[src/rtl/cpu_pkg.sv]
// Shared CPU constants: interrupt width and one-hot priority helper.
// Latency: none (combinational helpers only).
// Backpressure: none.
package cpu_pkg;

  // Width of the interrupt request and min_bit_* buses shared with the control unit.
  localparam int N_INTR = 8;

  // Isolate the lowest set bit; bit 0 is the highest priority.
  function automatic logic [N_INTR-1:0] lowest_set(input logic [N_INTR-1:0] x);
    return x & (-x);
  endfunction

endpackage

[src/rtl/intr_edge_det.sv]
// Per-line rising-edge detector with optional two-flop synchronizer (INTR_SYNC_EN).
// Latency: req asserts in the cycle irq is sampled high (two cycles later with INTR_SYNC_EN).
// Backpressure: none; req is a single-cycle pulse per 0->1 transition.
module intr_edge_det (
  input  logic clk,
  input  logic reset,
  input  logic irq,
  output logic req
);

`ifdef INTR_SYNC_EN
  // Detection is armed once prev_q holds a post-reset sample of the line.
  localparam logic [1:0] ARM_LAST = 2'd3;

  logic sync1_q, sync1_d;
  logic sync2_q, sync2_d;
  logic samp;

  // Two-flop synchronizer shift.
  always_comb begin
    sync1_d = irq;
    sync2_d = sync1_q;
  end

  // Synchronizer state.
  always_ff @(posedge clk or negedge reset) begin
    if (!reset) begin
      sync1_q <= 1'b0;
      sync2_q <= 1'b0;
    end else begin
      sync1_q <= sync1_d;
      sync2_q <= sync2_d;
    end
  end

  assign samp = sync2_q;
`else
  localparam logic [1:0] ARM_LAST = 2'd1;

  logic samp;

  assign samp = irq;
`endif

  logic       prev_q, prev_d;
  logic [1:0] arm_q, arm_d;

  // Track previous sample and count edges until the first real sample is held,
  // so a line already high at reset release does not look like a new request.
  always_comb begin
    prev_d = samp;
    arm_d  = arm_q;
    if (arm_q != ARM_LAST) begin
      arm_d = arm_q + 2'd1;
    end
  end

  // Edge-detect and arm state.
  always_ff @(posedge clk or negedge reset) begin
    if (!reset) begin
      prev_q <= 1'b0;
      arm_q  <= 2'd0;
    end else begin
      prev_q <= prev_d;
      arm_q  <= arm_d;
    end
  end

  assign req = (arm_q == ARM_LAST) & samp & ~prev_q;

endmodule

[src/rtl/intr_ctrl.sv]
// Interrupt controller: latches irq edges, tracks in-service set, reports one-hot priorities.
// Latency: request visible on min_bit_s after its sampling edge (+2 edges with INTR_SYNC_EN).
// Backpressure: none; acks/EOIs act on the edge they are strobed, outputs come from flops only.
module intr_ctrl #(
  parameter int N_INTR = cpu_pkg::N_INTR
) (
  input  logic              clk,
  input  logic              reset,
  input  logic [N_INTR-1:0] irq,
  input  logic              mask_we,
  input  logic [N_INTR-1:0] mask_din,
  input  logic              s_intr,
  input  logic [N_INTR-1:0] s_call_intr,
  input  logic [N_INTR-1:0] s_return_intr,
  output logic [N_INTR-1:0] min_bit_s,
  output logic [N_INTR-1:0] min_bit_a,
  output logic [N_INTR-1:0] mask_q
);

  import cpu_pkg::lowest_set;

  logic [N_INTR-1:0] req;
  logic [N_INTR-1:0] ack;
  logic [N_INTR-1:0] eoi;
  logic [N_INTR-1:0] pending_q, pending_d;
  logic [N_INTR-1:0] in_service_q, in_service_d;
  logic [N_INTR-1:0] mask_d;

  for (genvar i = 0; i < N_INTR; i++) begin : g_edge
    intr_edge_det u_edge_det (
      .clk   (clk),
      .reset (reset),
      .irq   (irq[i]),
      .req   (req[i])
    );
  end

  // Next-state: new edges win over an ack on the same bit, acks win over EOI.
  always_comb begin
    ack          = s_intr ? s_call_intr   : '0;
    eoi          = s_intr ? s_return_intr : '0;
    pending_d    = (pending_q & ~ack) | req;
    in_service_d = (in_service_q & ~eoi) | ack;
    mask_d       = mask_we ? mask_din : mask_q;
  end

  // Controller state registers.
  always_ff @(posedge clk or negedge reset) begin
    if (!reset) begin
      pending_q    <= '0;
      in_service_q <= '0;
      mask_q       <= '0;
    end else begin
      pending_q    <= pending_d;
      in_service_q <= in_service_d;
      mask_q       <= mask_d;
    end
  end

  // Priority outputs depend on registers only, so no input-to-output path exists.
  assign min_bit_s = lowest_set(pending_q & mask_q & ~in_service_q);
  assign min_bit_a = lowest_set(in_service_q);

endmodule

[config.mk]
export PLATFORM = sky130hd
export DESIGN_NAME = intr_ctrl
export DESIGN_NICKNAME = d
export VERILOG_FILES = /design/src/rtl/cpu_pkg.sv /design/src/rtl/intr_edge_det.sv /design/src/rtl/intr_ctrl.sv
export SDC_FILE = /design/constraint.sdc
export NUM_CORES = 1
export LEC_CHECK = 0
export CELL_PAD_IN_SITES_DETAIL_PLACEMENT = 2
export CELL_PAD_IN_SITES_GLOBAL_PLACEMENT = 2
export CORE_MARGIN = 2
export CORE_UTILIZATION = 27
export CTS_BUF_LIST = sky130_fd_sc_hd__clkbuf_8
export DETAILED_ROUTE_END_ITERATION = 10
export PLACE_DENSITY_LB_ADDON = 0.1
export SLEW_MARGIN = 20
export SYNTH_ARGS = -nofsm -noshare
export SYNTH_HDL_FRONTEND = slang
export SYNTH_SLANG_ARGS = --single-unit
[constraint.sdc]
create_clock -name clk -period 1.62 [get_ports clk]
set_input_delay 0.405 -clock clk [delete_from_list [all_inputs] [get_ports clk]]
set_output_delay 0.405 -clock clk [all_outputs]
set_load 0.01 [all_outputs]
Word level (Yosys, flattened, before mapping)
Index checks and enable logic that the tools add are counted.
Cells by class
  eq/ne operators: 16
  add/sub/neg operators: 10
  bitwise logic cells: 35
  multiplexer cells: 2
Operators by type and width (number)
  AND 8 bit: 6
  NOT 8 bit: 3
  adder 2 x 1 -> 2 bit, second input constant: 8
  AND 1 bit: 16
  == test 2 x 1 -> 1 bit, second input constant: 8
  2-to-1 mux 8 bit: 2
  != test 2 x 1 -> 1 bit, second input constant: 8
  negation 8 bit: 2
  bitwise OR 8 bit: 2
  NOT 1 bit: 8
Storage, ports and cells
  logic and storage cells: 82
  input bits: 36
  bits in registers: 48

Depth between registers and ports, before layout
Gate-level depths: netlist of the first run.
  depth in word-level cells: 4
  gate-level depth with buffers: 5

By module
From an unflattened synthesis of the first run, not the netlist that was laid out.
Second synthesis, totals
  cells, all modules: 170
  area, all modules: 2065.7 µm²
Modules (own cells, without submodules)
  intr_ctrl: cells each 106, times used 1, area an instance 1114.8 µm², seq. area each 600.6 µm²
  intr_edge_det: cells each 8, times used 8, area an instance 118.9 µm², seq. area each 75.1 µm²

Worst setup path after synthesis of the first run
OpenSTA, ideal clock, no wires.
  kind: reg-to-output
  start point: reg in_service_q[1]
  end point: out min_bit_a[7]
  data arrival time: 1302 ps
  slack: -87 ps
  stages on the path, launching flop included: 3
  required time: 1215 ps
  path buffers: 0
  cell sequence: dfrtp_1 -> or4_4 -> nor4_2
Between the ends
  cells in the longest elaborated chain, start to end: 2
Ends and longest elaborated chain
  start: declaration: line intr_ctrl.sv:26  | logic [N_INTR-1:0] in_service_q, in_service_d;
  start signal: assignment: line intr_ctrl.sv:55  | in_service_q <= in_service_d;
  negation 8 bit: line cpu_pkg.sv:11  | return x & (-x);
  AND 8 bit: line cpu_pkg.sv:11
  end: declaration: line intr_ctrl.sv:16  | output logic [N_INTR-1:0] min_bit_a,
Every way passes these cells.

Worst setup path in the final report of the first run
  start point: reg in_service_q[2]
  end point: out min_bit_a[6]
Same word-level chain as after synthesis.

==> reports/results.ini, run 1 <==
[outcome]
outcome=finished with violations
failed_checks=negative setup slack

[hold_path]
hp-class=reg2reg
hold_depth=1
hp-start=g_edge[5].u_edge_det.prev_q
min_to=pending_q[5]

[critical_path]
cpMaxStageDelayCell=or4_4
reg2reg_slack_ns=0.55
crit_type=reg2out
critPathRequiredTime_ns=1.21
cp_slowest_stage_delay_ns=0.60
ff2ff_path_depth=2
setup.worst_path.start=in_service_q[2]
cp-start-kind=register
cp_max_fo=4
arrival_ns=1.74
setup.worst_path.end_class=primary output
crit_chain=or4_4 -> nor4b_4 -> buf_2
r2r_end=pending_q[1]
rr_startpoint=g_edge[1].u_edge_det.arm_q[0]

[detailed_routing]
wire_per_inst_um=14.5
drtIter0Drc=25
firstDrtPassIters=4
vias=1678
drc=0
drt-total-wl_um=5590
ant_nets=0
viasPerCell=4.36

[synth]
ys_seq_elements=48
netlist_top_cells_count=nand2_1 (57), dfrtp_1 (48), o21ai_0 (15)
yosysMostFrequentCell=nand2_1
ys_types=25
avgSynthCellArea_um2=10.9
async_flop_share_pct=100
synth_ff_type=dfrtp_1
yosysTopAreaCell=dfrtp_1
synth-warning-count=0
synth_nets=229
yosysSeqAreaShare_pct=59.6
yosys-top-cells-area=dfrtp_1 (60%), nand2_1 (11%), ha_1 (5.0%)
synth-edff-count=0
syn-cell-area_um2=2010
yosys.area.top_type_share_pct=59.6
netlist_instances=185

[die]
coreArea_um2=7250
io_pins=60
initial_core_util_pct=27.8
die_area_um2=8170
die_y_um=90.4
rows=31
chipWidth_um=90.4

[clock_tree]
clkLatencyLatePin_ns=0.31
clk_path_buf_depth=2
cts_buffers=5
clockRootBuffer=clkbuf_8
cts.sinks=48
path_clk_slew_ns=0.10
cts_tree=built
h-tree-depth=2

[power]
ir_drop_uv=429
p_leak_nw=1.43
cellPowerDensity_nw_per_um2=838
finalPower_w=0.00261

[placement]
place_inst=370
gp_congestion=0.716
portBuffers=59
place_ws_ns=-0.613
dp_hpwl_um=4440
placed_area_um2=2960

[final_layout]
final_nets=329
area_growth_pct=54.7
register_area_um2=1200
finalNonFillerCells=385
num_antenna_cells=0
multi_input_area_um2=818
stdcell_area_um2=3120
layout-drive-gt1-share_pct=29.7
nFillCells=779

[timing]
final-setup-viol-count=14
report.final.slew_viol_count=0
fin_skew_ns=0.00893
worst_slew_pin_slew_ns=0.333
max_freq_ghz=0.467
grt_setup_unrepaired=true
setup_slack_ns=-0.523
setup_tns_ns=-4.67
finalCritPeriodShare_pct=132
finalCriticalPeriod_ns=2.14
slew_headroom_pct=77.7
hold_viol_final=0

[global_route]
grt_max_degree=22
antenna_found_initial=0
overflow=0
grt_util_all_layers_pct=14.8
grt_pass1_vias=1857
grt_pass1_wl_um=9560

[run]
drv_cap=0

==> area by class of cell <==
class / count / share of cell area, %
tap: 99 / 3.97
sequential: 48 / 38.5
clock buffer: 5 / 2.21
multi-input combinational: 122 / 26.3
timing repair buffer: 97 / 26.9
inverter: 11 / 1.41
clock inverter: 3 / 0.763
==> registers in the layout, indices dropped and copies added (netlist names) <==
name                      cells
g_edge.u_edge_det.arm_q      16
mask_q                        8
g_edge.u_edge_det.prev_q      8
pending_q                     8
in_service_q                  8
==> cells in the final DEF (no fill, tap or decap), types with 2 or more instances in the layout <==
| cell type | count |
|---|---|
| nand3b_1 | 5 |
| inv_1 | 10 |
| dfrtp_1 | 48 |
| buf_6 | 9 |
| ha_1 | 8 |
| nor3b_2 | 3 |
| nor2_1 | 3 |
| mux2_2 | 8 |
| buf_4 | 29 |
| buf_2 | 13 |
| clkbuf_8 | 5 |
| nand2_1 | 56 |
| xnor2_1 | 8 |
| nor3_2 | 3 |
| clkdlybuf4s50_1 | 34 |
| nor4b_4 | 2 |
| dlygate4sd2_1 | 7 |
| clkbuf_2 | 2 |
| o21ai_0 | 15 |
| clkinvlp_4 | 2 |
==> power by group <==
part	switching (W)	leakage [nW]	internal, W
Sequential	0.0000444	0.550	0.00127
Clock	0.000435	0.0404	0.000306
Combinational	0.000242	0.841	0.000311
==> cells by family (layout without fill, tap and decap cells) <==
kind of cell | Yosys count | in the layout | share of synthesized area (%)
adders and majority gates | 8 | 8 | 4.97
xor gates and xnor gates | 8 | 8 | 3.48
AOI/OAI and AO/OA | 16 | 16 | 4.22
muxes | 8 | 8 | 4.47
DFF | 48 | 48 | 59.6
buffers and inverters | 15 | 116 | 2.98
and+or+nand+nor | 82 | 82 | 20.2
==> worst max-delay path, delay by kind of cell, from the launching register on <==
family	cells	cell delay (ns)
flip-flops	1	0.39
buffers and inverters	1	0.17
AND/OR/NAND/NOR	2	0.88
==> worst max path at each step <==
stage                              end  slack [ns]
final                     min_bit_a[6]       -0.52
after global routing      min_bit_s[5]       -0.62
after global placement    min_bit_a[6]       -0.59
after CTS                 min_bit_a[6]       -0.52
after floorplan           min_bit_a[6]       -0.08
after detailed placement  min_bit_a[6]       -0.61
==> metrics by stage <==
stage	hold slack (ns)	utilization [%]
after detailed placement	0.313	40.8
after global placement	0.312	40.8
after floorplan	0.109	-
after global routing	0.466	43.0
after CTS	0.438	42.6
final	0.430	43.0
==> timing repair <==
item,CTS,global route
endpoints found under the hold margin,8,0
setup endpoints to repair,24,17
setup buffers,5,1
resized for setup,88,9
pin swaps,8,6
cloned,0,0
hold buffers,1,0
==> routing by layer <==
| metal | up-vias | GRT usage (%) | wire length (um) |
|---|---|---|---|
| li1 | 805 | - | - |
| met1 | 837 | 19.6 | 2580 |
| met2 | 29 | 24.4 | 2760 |
| met3 | 7 | 3.84 | 196 |
| met4 | 0 | 3.46 | 59 |
| met5 | - | 0 | 0 |
No activity file was read; power rests on OpenSTA's default activity.
==> run 2: changes to the inputs <==
Settings changed: PLACE_DENSITY_LB_ADDON 0.1 to 0.05.
==> reports/results.ini, run 2 (synthesis gave the netlist of run 1 again) <==
[outcome]
outcome=finished with violations
failed_checks=negative setup slack

[global_route]
antenna_found_initial=0
grt_util_all_layers_pct=15.0
overflow=0
grt_pass1_wl_um=9670
grt_pass1_vias=1916
grt_max_degree=19

[critical_path]
reg2reg_slack_ns=0.49
cp_slowest_stage_delay_ns=0.56
path_buf_inv=2
crit_chain=or4_4 -> buf_6 -> nor4b_4 -> buf_2
ff2ff_path_depth=6
cpMaxStageDelayCell=or4_4
cp-start-kind=register
setup.worst_path.end_class=primary output
arrival_ns=1.80
crit_type=reg2out
r2r_end=in_service_q[0]
cp_top_family=simple AND/OR/NAND/NOR gates
rr_startpoint=in_service_q[0]
critPathRequiredTime_ns=1.21
cp_max_fo=3

[hold_path]
hp-class=in2async

[power]
ir_drop_uv=364
cellPowerDensity_nw_per_um2=825
p_leak_nw=1.48

[final_layout]
num_antenna_cells=0
layout-drive-gt1-share_pct=29.9
mostFrequentLayoutCell=nand2_1
area_growth_pct=58.5
largest_reg_flops=16
final_cell_mix=nand2_1 (56), dfrtp_1 (48), clkdlybuf4s50_1 (34)
finalNonFillerCells=387
final_nets=331
regMostFlops=g_edge.u_edge_det.arm_q
nFillCells=767

[detailed_routing]
firstDrtPassIters=4
wl_met3_um=234
wl_met1_um=2490
top_layer_used=met4
met2_length_um=2840
drc=0
viasPerCell=4.31
vias=1667
drtIter0Drc=27
wire_per_inst_um=14.5
drt-total-wl_um=5620
ant_nets=0

[die]
coreArea_um2=7250
io_pins=60
chipWidth_um=90.4
initial_core_util_pct=27.8
rows=31
die_area_um2=8170
die_y_um=90.4

[timing]
worst_slew_pin_slew_ns=0.453
fin_skew_ns=0.00749
slew_headroom_pct=69.8
max_freq_ghz=0.454
setup_slack_ns=-0.582
final-setup-viol-count=15
hold_viol_final=0
report.final.slew_viol_count=0
finalCritPeriodShare_pct=136
grt_setup_unrepaired=true
finalCriticalPeriod_ns=2.20

[placement]
portBuffers=59
dp_hpwl_um=4260
place_inst=368
place_ws_ns=-0.655
gp_congestion=0.676

[clock_tree]
clockRootBuffer=clkbuf_8
cts.hold.buffers_added=0
clkLatencyLatePin_ns=0.29
cts_tree=built
cts.sinks=48
clk_path_buf_depth=2
cts_buffers=5
path_clk_slew_ns=0.09
h-tree-depth=2

[run]
drv_cap=0

## run 2: changes by cell type in the layout (fill, tap and decap cells not counted), moves of 2 or more
cell        change
buf_6           +5
buf_4           -3
buf_12          +2
clkbuf_2        -2
clkinvlp_4      -2
inv_1           +2
## run 2: worst reg2reg max path, stage by stage (launching register included)
cell	delay (ns)
dfrtp_1	0.42
buf_6	0.14
buf_6	0.12
buf_6	0.12
buf_4	0.12
nand2_1	0.04
nand2_1	0.07
## run 2: per-layer routing
layer,GRT usage [%],vias up
li1,-,813
met3,3.76,5
met5,0,-
met2,26.3,28
met4,4.62,0
met1,18.2,821
## run 2: area by class of cell
class                      count  area [um2]  share of cell area [%]
clock buffer                   6        82.6                    2.59
timing repair buffer          99         893                    28.0
sequential                    48        1200                    37.6
multi-input combinational    122         841                    26.3
clock inverter                 2        7.51                   0.235
tap                           99         124                    3.88
inverter                      11        43.8                    1.37
## run 2: metrics by stage
step	util, %	setup TNS [ns]	area (um2)	power, W	hold slack (ns)
2_1_floorplan	-	-0.0870	2020	0.00151	0.109
3_3_place_gp	40.9	-5.60	2970	0.00187	0.384
3_5_place_dp	40.9	-6.14	2970	0.00188	0.382
4_1_cts	42.7	-5.16	3100	0.00263	0.0493
5_1_grt	44.0	-6.57	3190	0.00279	0.0529
6_report	44.0	-5.24	3190	0.00263	0.0466
## run 2: power by group
part / total [W] / leakage [nW] / switching [W] / internal (W)
registers: 0.00132 / 0.550 / 0.0000445 / 0.00127
logic: 0.000604 / 0.874 / 0.000258 / 0.000346
clock network: 0.000714 / 0.0538 / 0.000377 / 0.000336
total: 0.00263 / 1.48 / 0.000680 / 0.00196
## run 2: how the worst max path moves through the flow
stage | startpoint | to | slack, ns | depth (start not counted)
after floorplan | in_service_q[3] | min_bit_a[6] | -0.08 | 2
after global placement | in_service_q[3] | min_bit_a[6] | -0.64 | 3
after detailed placement | in_service_q[3] | min_bit_a[6] | -0.66 | 3
after CTS | in_service_q[2] | min_bit_a[6] | -0.59 | 4
after global routing | in_service_q[3] | min_bit_s[6] | -0.67 | 8
final | in_service_q[3] | min_bit_a[6] | -0.58 | 4
## run 2: repair_timing
| item | 4_1_cts | 5_1_grt |
|---|---|---|
| pin swaps | 6 | 4 |
| endpoints found under the setup margin | 24 | 16 |
| resized for setup | 86 | 19 |
| setup buffers | 7 | 5 |
| hold endpoints to repair | 0 | 0 |
